===== src/rtl/delta_sigma_decimator.sv =====
// ============================================================================
// Module      : delta_sigma_decimator
// Description : Third-order CIC (sinc^3) decimator for a 4-bit signed
//               delta-sigma modulator stream, with start-up suppression.
// Revision    : 1.0 - initial release
// ============================================================================
`default_nettype none

module delta_sigma_decimator #(
    parameter int DECIM = 16,
    parameter int OUT_W = 14
) (
    input  logic             clk,
    input  logic             reset,
    input  logic             in_valid,
    input  logic [3:0]       data_in,
    output logic [OUT_W-1:0] data_out,
    output logic             out_valid
);

    localparam int c_LOG2  = $clog2(DECIM);
    localparam int c_W     = 4 + 3 * c_LOG2;
    localparam int c_CNT_W = c_LOG2;
    localparam logic [c_CNT_W-1:0] c_LAST_PHASE = c_CNT_W'(DECIM - 1);

    logic [c_CNT_W-1:0] r_phase;
    logic [c_W-1:0]     r_int1;
    logic [c_W-1:0]     r_int2;
    logic [c_W-1:0]     r_int3;
    logic [c_W-1:0]     r_dec;
    logic               r_dec_valid;
    logic [c_W-1:0]     r_d1;
    logic [c_W-1:0]     r_d2;
    logic [c_W-1:0]     r_d3;
    logic [1:0]         r_warm;

    logic [c_W-1:0]     w_in_ext;
    logic [c_W-1:0]     w_int3_next;
    logic               w_last;
    logic [c_W-1:0]     w_c1;
    logic [c_W-1:0]     w_c2;
    logic [c_W-1:0]     w_c3;
    logic [OUT_W-1:0]   w_scaled;

    assign w_in_ext    = {{(c_W-4){data_in[3]}}, data_in};
    assign w_int3_next = r_int3 + r_int2;
    assign w_last      = (r_phase == c_LAST_PHASE);

    // Integrators run at the input rate; modulo-2^W wrap cancels in the combs.
    always_ff @(posedge clk or negedge reset) begin
        if (!reset) begin
            r_phase     <= '0;
            r_int1      <= '0;
            r_int2      <= '0;
            r_int3      <= '0;
            r_dec       <= '0;
            r_dec_valid <= 1'b0;
        end else begin
            r_dec_valid <= 1'b0;
            if (in_valid) begin
                r_int1  <= r_int1 + w_in_ext;
                r_int2  <= r_int2 + r_int1;
                r_int3  <= w_int3_next;
                r_phase <= w_last ? '0 : r_phase + 1'b1;
                if (w_last) begin
                    r_dec       <= w_int3_next;
                    r_dec_valid <= 1'b1;
                end
            end
        end
    end

    assign w_c1 = r_dec - r_d1;
    assign w_c2 = w_c1 - r_d2;
    assign w_c3 = w_c2 - r_d3;

    generate
        if (c_W >= OUT_W) begin : g_trunc
            assign w_scaled = OUT_W'(w_c3 >> (c_W - OUT_W));
        end else begin : g_extend
            assign w_scaled = OUT_W'(w_c3) << (OUT_W - c_W);
        end
    endgenerate

    // The first two decimated results only prime the comb delay line.
    always_ff @(posedge clk or negedge reset) begin
        if (!reset) begin
            r_d1      <= '0;
            r_d2      <= '0;
            r_d3      <= '0;
            r_warm    <= 2'd0;
            data_out  <= '0;
            out_valid <= 1'b0;
        end else begin
            out_valid <= 1'b0;
            if (r_dec_valid) begin
                r_d1 <= r_dec;
                r_d2 <= w_c1;
                r_d3 <= w_c2;
                if (r_warm == 2'd2) begin
                    data_out  <= w_scaled;
                    out_valid <= 1'b1;
                end else begin
                    r_warm <= r_warm + 2'd1;
                end
            end
        end
    end

endmodule

`default_nettype wire


===== config.mk =====
export PLATFORM = sky130hd
export DESIGN_NAME = delta_sigma_decimator
export DESIGN_NICKNAME = d
export VERILOG_FILES = /design/src/rtl/delta_sigma_decimator.sv
export SDC_FILE = /design/constraint.sdc
export NUM_CORES = 1
export LEC_CHECK = 0
export ABC_AREA = 1
export CAP_MARGIN = 10
export CORE_UTILIZATION = 68
export CTS_CLUSTER_SIZE = 10
export DETAILED_ROUTE_END_ITERATION = 6
export PLACE_DENSITY = 0.83
export SYNTH_ARGS = -nofsm -noshare
export SYNTH_HDL_FRONTEND = slang
export SYNTH_SLANG_ARGS = --single-unit
export TNS_END_PERCENT = 10

===== constraint.sdc =====
create_clock -name clk -period 8.6 [get_ports clk]
set_clock_uncertainty 0.15 [all_clocks]
set_input_delay 1.72 -clock clk [delete_from_list [all_inputs] [get_ports clk]]
set_output_delay 1.72 -clock clk [all_outputs]
set_load 0.005 [all_outputs]

==> qor.csv, run 1 <==
metric,value,unit
status,"finished, final reports clean",
ioPinCount,22,
cts-root-buf,clkbuf_16,
clkTransAtPathRegs,60,ps
crit_path_end_kind,flop,
grt.total_usage,29.4,%
routed_wl,19100,µm
wl_per_cell,14.0,µm
post-dp-hpwl,13700,µm
start_util,69.5,%
syn-num-nets,1254,
diodes,0,
cp-start-kind,flop,
grt_util_met2,52.4,%
clk_latency,430,ps
maxCapViolations,0,
die_area,0.0139,mm²
grt-ovfl-total,0,
synth_cell_types,47,
postCtsHoldBufs,0,
clockBufferDepth,2,
vias,7512,
yosys_warnings,0,
cts_made_buffers,17,
coreArea,0.0132,mm²
antenna_found_initial,0,
criticalPathCategory,flop to flop,
hold_class,flop to flop,
slowest_stage,fa_1,
post_route_cells_drive_above_1_share,8.04,%
finalSetupTns,0,ps
cts_sinks,134,
syn_to_final_growth,10.4,%
die_x,118,µm
grt_pass1_wl,33000,µm
synth_seq_cells,134,
finalCritPeriodShare,54.5,%
slew_viol_final,0,
cts_tree,yes,
fmax,213,MHz
cpPeakStageDelay,400,ps
path_max_fanout,4,
die_h,118,µm
gp_congestion,0.872,
post-route-min-period,4690,ps
rsz0062_at_grt,false,
tightest_slew,932,ps
grt_pass1_vias,7338,
hold_viol,0,
grt_util_met3,4.80,%
first_pass_iters,5,
ys_seq_area_share,36.6,%
ant_nets,0,
nNetsFinal,1272,
crit_arrival,4850,ps
drc,0,
num_rows,42,
synth_edf_count,0,
synth-main-ff-cell,dfrtp_1,
cpMostUsedCell,inv_1,
htree_levels,4,
setup_viol,0,
top_usage_layer,met2,
cts_resized,0,
synth.cell_area,0.00917,mm²
grt_max_degree,86,
viasPerCell,5.53,
avgSynthCellArea,7.96,µm²
syn-instance-count,1151,
required,8760,ps
numPortBuffers,21,
grtUsageMet1,35.9,%
relSlewSlack,37.9,%
drtIter0Drc,411,
cts_setup_buffers,0,
ys_async_sr_fraction,100,%
## critical path, delay by kind of cell, from the launching register on
family | cells | cell delay, ps
XOR/XNOR | 1 | 80
flip-flops | 1 | 360
AO/OA/AOI/OAI | 4 | 590
buffers and inverters | 4 | 310
adder cells (fa/ha/maj) | 4 | 1190
AND/OR/NAND/NOR | 15 | 1870
## placed cells by master (no fill, tap or decap), drive strengths merged, types with 5 or more instances in the layout
master,n
o21ai,134
o21bai,6
nand2,322
nand4,6
inv,122
a211oi,5
clkbuf,18
a21oi,83
clkdlybuf4s50,20
a21boi,6
ha,91
xnor2,27
buf,5
fa,5
or2,5
nor2,43
dfrtp,134
clkinv,5
clkinvlp,6
a21o,6
xor2,38
nor3,10
a31oi,8
nand3,62
## worst paths after layout
check                                             start                        to  slack (ps)  cells after the start
worst min register to register  data_out[9]$_DFFE_PN0P_   data_out[9]$_DFFE_PN0P_         330                      2
worst max-delay path               r_dec[0]$_DFFE_PN0P_  data_out[13]$_DFFE_PN0P_        3910                     28
worst max register to register     r_dec[0]$_DFFE_PN0P_  data_out[13]$_DFFE_PN0P_        3910                     28
max in group asynchronous                         reset       r_d3[3]$_DFFE_PN0P_        5870                      2
min in group asynchronous                         reset   data_out[8]$_DFFE_PN0P_        1100                      1
worst min-delay path            data_out[9]$_DFFE_PN0P_   data_out[9]$_DFFE_PN0P_         330                      2
## state kept, by name (all words and copies together), names as in the netlist
name / flops
data_out: 14
out_valid: 1
r_d1: 16
r_d2: 16
r_d3: 16
r_dec: 16
r_dec_valid: 1
r_int1: 16
r_int2: 16
r_int3: 16
r_phase: 4
r_warm: 2
## metal layers
layer  routed length [µm]  vias to the layer above
met4                  360                        0
met1                 8550                     3511
met2                 9690                      108
met3                  461                       30
met5                    0                        -
li1                     -                     3863
## kinds of logic (layout without fill, tap and decap cells)
kind of cell             Yosys count  after routing  share of synthesized area [%]
XOR/XNOR                          65             65                           6.29
AND/OR/NAND/NOR                  451            451                           20.9
AO/OA/AOI/OAI                    258            258                           16.6
buffers and inverters            147            178                           6.07
adder cells (fa/ha/maj)           96             96                           13.5
flip-flops                       134            134                           36.6
## stage by stage
stage	util, %	std cells	setup WS [ps]	hold WS, ps	cell area [µm²]
after floorplan	-	1151	4430	296	9170
after global placement	72.2	1326	4160	309	9530
after detailed placement	72.2	1326	3980	321	9530
after CTS	76.7	1358	3930	337	10100
after global routing	76.7	1358	3490	348	10100
final	76.7	1358	3910	331	10100
## final cells by class
| class | instances | area [µm²] |
|---|---|---|
| inverters | 121 | 454 |
| fillers | 970 | 3070 |
| multi-input cells | 870 | 5260 |
| repair buffers | 25 | 241 |
| clock buffers | 18 | 439 |
| well taps | 176 | 220 |
| flip-flops and latches | 134 | 3350 |
| clock inverters | 14 | 154 |
## Yosys cell counts (5+ instances only)
library cell  count  area share (%)
o21ai_0         118             6.4
xor2_1           37             3.5
o21ai_1          10            0.55
dfrtp_1         134              37
nand2_2          17             1.2
nor2_1           43             1.8
buf_1             5            0.20
inv_1           117             4.8
a21o_1            6            0.49
ha_1             91              12
nor3_1            9            0.49
xnor2_1          27             2.6
o21ai_2           5            0.48
nand3_1          58             3.2
fa_1              5             1.1
a21oi_2           8            0.76
a21oi_1          71             3.9
nand4_1           6            0.41
clkbuf_1         17            0.70
a211oi_1          5            0.41
nand2_1         303              12
a31oi_1           8            0.55
Power of run 1 is left out: the tool's default activity adds up to more than one toggle a clock period on the data nets, which glitch-free logic cannot reach.
==> run 2: changes to the inputs <==
CORE_UTILIZATION = 57   (was 68)
PLACE_DENSITY = 0.74   (was 0.83)
clock period = 4.15 ns   (was 8.6 ns; I/O delays follow)
==> run 2 against run 1 <==
  * The run now ends with setup timing left
  * Sequential cell count stayed put
  * Worst hold slack worse by 64 ps
  * Worst setup slack lost 4000 ps
  * Final cell count increased by 5.7%
  * First-iteration DRC count rose by 22%
  * Final area is 6.1% higher
  * Wire length grew 6.2%
  * Critical endpoint unchanged
==> qor.csv, run 2 (synthesized netlist as in run 1, its figures left out) <==
metric,value,unit,change
status,"complete, but fails checks",,"was finished, final reports clean"
violations,setup timing,,
cts_tree,yes,,unchanged
slew_viol_final,0,,unchanged
final_common_cell,nand2_1,,unchanged
clockBufferDepth,2,,unchanged
first_pass_iters,6,,was 5
hold_viol,0,,unchanged
criticalPathCategory,flop to flop,,unchanged
crit_arrival,4370,ps,was 4850 ps
post-route-min-period,4200,ps,was 4690 ps
coreArea,0.0154,mm²,was 0.0132 mm²
nNetsFinal,1315,,was 1272
required,4320,ps,was 8760 ps
cpPeakStageDelay,410,ps,was 400 ps
path_max_fanout,5,,was 4
clk_latency,430,ps,about the same
grt_pass1_vias,7633,,was 7338
wl_per_cell,14.1,µm,was 14.0 µm
gp_congestion,0.909,,was 0.872
post_route_cells_drive_above_1_share,14.8,%,was 8.04%
timing.hold.ws,267,ps,was 331 ps
num_rows,45,,was 42
cts_made_buffers,17,,unchanged
cts_sinks,134,,unchanged
finalCritPeriodShare,101,%,was 54.5%
grt_max_degree,75,,was 86
ant_nets,0,,unchanged
die_x,129,µm,was 118 µm
die_h,129,µm,was 118 µm
relSlewSlack,53.7,%,was 37.9%
htree_levels,4,,unchanged
grt-ovfl-total,0,,unchanged
postCtsHoldBufs,0,,unchanged
rsz0062_at_grt,true,,was false
final_util,69.6,%,was 76.7%
antenna_found_initial,0,,unchanged
tightest_slew,695,ps,was 932 ps
nFillCells,1294,,was 970
critPathTopFamily,simple AND/OR/NAND/NOR gates,,unchanged
diodes,0,,unchanged
crit_buf_inv,2,,was 4
slowest_stage,dfrtp_1,,was fa_1
viasPerCell,5.37,,was 5.53
routed_wl,20200,µm,was 19100 µm
setup_viol,1,,was 0
vias,7716,,was 7512
mostFrequentLayoutCells,"nand2_1 (297), dfrtp_1 (133), o21ai_0 (117)",,"was nand2_1 (303), dfrtp_1 (133), o21ai_0 (118)"
cts-root-buf,clkbuf_16,,unchanged
cp-start-kind,flop,,unchanged
place_area,0.00984,mm²,was 0.00953 mm²
ioPinCount,22,,unchanged
fmax,238,MHz,was 213 MHz
die_area,0.0166,mm²,was 0.0139 mm²
setup_ws,-50.2,ps,was 3910 ps
hold_class,input pin to asynchronous set/reset pin,,was flop to flop
maxCapViolations,0,,unchanged
clkTransAtPathRegs,60,ps,about the same
crit_chain,buf_4 > ha_1 > nand3_1 > nand2_2 > nand2_2 > nand2_4 > a21oi_1 > xnor2_1 > ha_1 > a21oi_1 > o31ai_1 > a21oi_1 > nand2_2 > xor2_4 > ha_4 > inv_2 > nor3_4 > nand4_1 > o21ai_2 > nand3_1 > nand3_1 > nand2_1,,
grt.total_usage,26.4,%,was 29.4%
crit_path_end_kind,flop,,unchanged
syn_to_final_growth,17.1,%,was 10.4%
numPortBuffers,21,,unchanged
post-dp-hpwl,14500,µm,was 13700 µm
drc,0,,unchanged
drtIter0Drc,501,,was 411
start_util,59.4,%,was 69.5%
grt_pass1_wl,34700,µm,was 33000 µm
design_area,0.0107,mm²,was 0.0101 mm²
run 2: changes by cell type in the layout (fill, tap and decap cells not counted), sizes merged:
cell	delta
buf	+43
bufinv	-1
clkbuf	+3
clkinv	-1
clkinvlp	-2
inv	+1
run 2: what timing repair did:
item,CTS,global route
resized for setup,20,37
endpoints found under the hold margin,0,0
endpoints found under the setup margin,4,8
pin swaps,24,27
setup buffers,7,1
run 2: path summary, 6_finish.rpt:
kind                                         startpoint                  endpoint  slack, ps  cells after the start
worst max register to register     r_dec[1]$_DFFE_PN0P_  data_out[13]$_DFFE_PN0P_        -50                     22
worst min-delay path                              reset   data_out[8]$_DFFE_PN0P_        270                      1
worst max-delay path               r_dec[1]$_DFFE_PN0P_  data_out[13]$_DFFE_PN0P_        -50                     22
min in group clk                data_out[8]$_DFFE_PN0P_   data_out[8]$_DFFE_PN0P_        340                      2
worst min register to register  data_out[8]$_DFFE_PN0P_   data_out[8]$_DFFE_PN0P_        340                      2
max in group asynchronous                         reset      r_d1[12]$_DFFE_PN0P_       2730                      2
run 2: per-stage QoR:
step                      setup WS, ps  cells  TNS [ps]
after floorplan                   22.1   1151         0
after global placement            -109   1396      -209
after detailed placement          -201   1396      -484
after CTS                        -30.0   1435     -40.4
after global routing              -240   1436      -664
final                            -50.2   1436     -50.2
run 2: layout make-up:
class	instances	area [µm²]	share of cell area, %
clock buffers	21	450	4.20
clock inverters	11	101	0.944
inverters	121	454	4.23
multi-input cells	870	5530	51.6
flip-flops and latches	134	3350	31.3
well taps	211	264	2.46
repair buffers	68	576	5.36
run 2: per-layer routing:
| layer | global-route usage, % | routed length, µm | vias up |
|---|---|---|---|
| met1 | 30.8 | 8770 | 3639 |
| met5 | 0 | 0 | - |
| met3 | 4.57 | 488 | 26 |
| li1 | - | - | 3937 |
| met2 | 49.6 | 10700 | 114 |
| met4 | 7.54 | 292 | 0 |
run 2: worst reg2reg max path, cell delays in order (launching register included):
cell and delay (ps):
dfrtp_1 410, buf_4 150, ha_1 280, nand3_1 100
nand2_2 100, nand2_2 90, nand2_4 80, a21oi_1 240
xnor2_1 240, ha_1 400, a21oi_1 280, o31ai_1 110
a21oi_1 150, nand2_2 110, xor2_4 170, ha_4 290
inv_2 50, nor3_4 200, nand4_1 130, o21ai_2 150
nand3_1 90, nand3_1 80, nand2_1 60
Power of run 2 is left out for the same reason.
==> run 3: changes to the inputs <==
CORE_MARGIN = 3   (was default)
==> run 3 against run 2 <==
  * The flow now finishes without violations
  * Via count shrank 0.34%
  * Worst hold slack gained 62 ps
  * Core utilization shrank 0.25 points
  * Sequential share of layout area is the same
  * Wire length shrank 0.68%
  * Maximum frequency grew 1.8%
  * Largest cell class unchanged
  * Worst setup slack gained 72 ps
  * Register-to-register slack gained 70 ps
==> qor.csv, run 3 (synthesized netlist as in run 1, its figures left out) <==
metric,value,unit,change
cts_made_buffers,17,,unchanged
postCtsHoldBufs,0,,unchanged
drtIter0Drc,525,,was 501
die_area,0.0176,mm²,was 0.0166 mm²
num_rows,45,,unchanged
criticalPathCategory,flop to flop,,unchanged
preCtsSetupSlack,-240,ps,was -201 ps
crit_arrival,4290,ps,was 4370 ps
fmax,242,MHz,was 238 MHz
crit_buf_inv,6,,was 2
vias,7690,,was 7716
coreArea,0.0155,mm²,was 0.0154 mm²
post-route-min-period,4130,ps,was 4200 ps
cpPeakStageDelay,370,ps,was 410 ps
path_max_fanout,3,,was 5
numPortBuffers,21,,unchanged
slowest_stage,dfrtp_1,,unchanged
post-dp-hpwl,14200,µm,was 14500 µm
finalCritPeriodShare,99.5,%,was 101%
cts-root-buf,clkbuf_16,,unchanged
setup_viol,0,,was 1
critPathTopFamily,compound AO/OA/AOI/OAI gates,,was simple AND/OR/NAND/NOR gates
slew_viol_final,0,,unchanged
grt.total_usage,23.7,%,was 26.4%
maxCapViolations,0,,unchanged
multi_input_area,0.00550,mm²,was 0.00553 mm²
clk_latency,430,ps,about the same
viasPerCell,5.37,,about the same
ioPinCount,22,,unchanged
post_route_cells_drive_above_1_share,15.1,%,was 14.8%
cts_tree,yes,,unchanged
die_h,133,µm,was 129 µm
first_pass_iters,5,,was 6
htree_levels,4,,unchanged
tightest_slew,976,ps,was 695 ps
drc,0,,unchanged
routed_wl,20100,µm,was 20200 µm
rsz0062_at_grt,true,,unchanged
grt-ovfl-total,0,,unchanged
start_util,59.2,%,was 59.4%
wl_per_cell,14.0,µm,was 14.1 µm
nNetsFinal,1312,,was 1315
relSlewSlack,34.9,%,was 53.7%
diodes,0,,unchanged
required,4310,ps,was 4320 ps
finalSetupTns,0,ps,was -50.2 ps
cts_sinks,134,,unchanged
status,"finished, final reports clean",,"was complete, but fails checks"
final_common_cell,nand2_1,,unchanged
ant_nets,0,,unchanged
top_usage_layer,met2,,unchanged
grt_util_met3,4.30,%,was 4.57%
hold_class,flop to flop,,was input pin to asynchronous set/reset pin
gp_congestion,0.906,,was 0.909
grt_pass1_vias,7703,,was 7633
mostFrequentLayoutCells,"nand2_1 (300), dfrtp_1 (133), o21ai_0 (115)",,"was nand2_1 (297), dfrtp_1 (133), o21ai_0 (117)"
setup_ws,22.2,ps,was -50.2 ps
timing.hold.ws,329,ps,was 267 ps
grtUsageMet1,29.3,%,was 30.8%
grt_max_degree,108,,was 75
crit_path_end_kind,flop,,unchanged
seq_area,0.00335,mm²,unchanged
grt_util_met2,42.0,%,was 49.6%
clockBufferDepth,2,,unchanged
grt_pass1_wl,34800,µm,was 34700 µm
clkTransAtPathRegs,60,ps,about the same
nFillCells,1285,,was 1294
syn_to_final_growth,17.1,%,unchanged
die_x,133,µm,was 129 µm
antenna_found_initial,0,,unchanged
cp-start-kind,flop,,unchanged
hold_viol,0,,unchanged
==> run 3: layer usage <==
layer / wire, µm / part of all wire [%]
met1: 8890 / 44
met2: 10400 / 52
met4: 342 / 1.7
met5: 0 / 0
met3: 505 / 2.5
==> run 3: timing repair <==
item / in CTS / in global routing
pin swaps: 23 / 19
buffers inserted: 3 / 2
endpoints found under the setup margin: 3 / 8
resized for setup: 26 / 33
==> run 3: final timing paths <==
kind / startpoint / end / slack, ps / depth (start not counted)
worst min register to register: r_d2[12]$_DFFE_PN0P_ / r_d2[12]$_DFFE_PN0P_ / 330 / 2
max in group asynchronous: reset / r_int2[12]$_DFFE_PN0P_ / 2620 / 2
min in group asynchronous: reset / data_out[6]$_DFFE_PN0P_ / 390 / 1
worst max register to register: r_dec[0]$_DFFE_PN0P_ / data_out[13]$_DFFE_PN0P_ / 20 / 25
worst max-delay path: r_dec[0]$_DFFE_PN0P_ / data_out[13]$_DFFE_PN0P_ / 20 / 25
worst min-delay path: r_d2[12]$_DFFE_PN0P_ / r_d2[12]$_DFFE_PN0P_ / 330 / 2
==> run 3: layout make-up <==
type | count | area share (%)
Multi-Input combinational cell | 870 | 51.3
Sequential cell | 134 | 31.3
Clock inverter | 14 | 1.61
Inverter | 121 | 4.25
Tap cell | 211 | 2.46
Clock buffer | 18 | 4.09
Timing Repair Buffer | 65 | 5.08
==> run 3: stage by stage <==
step                      instance area (µm²)  utilization, %  std cells
final                                   10700            69.3       1433
after global routing                    10700            69.3       1433
after CTS                               10600            68.2       1431
after detailed placement                 9850            63.6       1397
after global placement                   9850            63.6       1397
after floorplan                          9170               -       1151
==> run 3: worst reg2reg max path: stages, from the launching register on <==
cell      delay [ps]
dfrtp_1          370
inv_2             70
ha_4             140
inv_4             40
fa_2             340
buf_4            140
xor2_1           190
ha_1             290
buf_4            160
a21oi_2          150
nand2_2          100
nand2_2          100
nand3_4           90
a21boi_4         210
o21ai_4          100
a21oi_4          160
xor2_2           170
ha_1             280
inv_2            110
o21bai_1         100
a221oi_2         260
o21ai_2           90
inv_1             60
nand2_1           50
nand3_1           60
nand2_1           50
Power of run 3 is left out for the same reason.
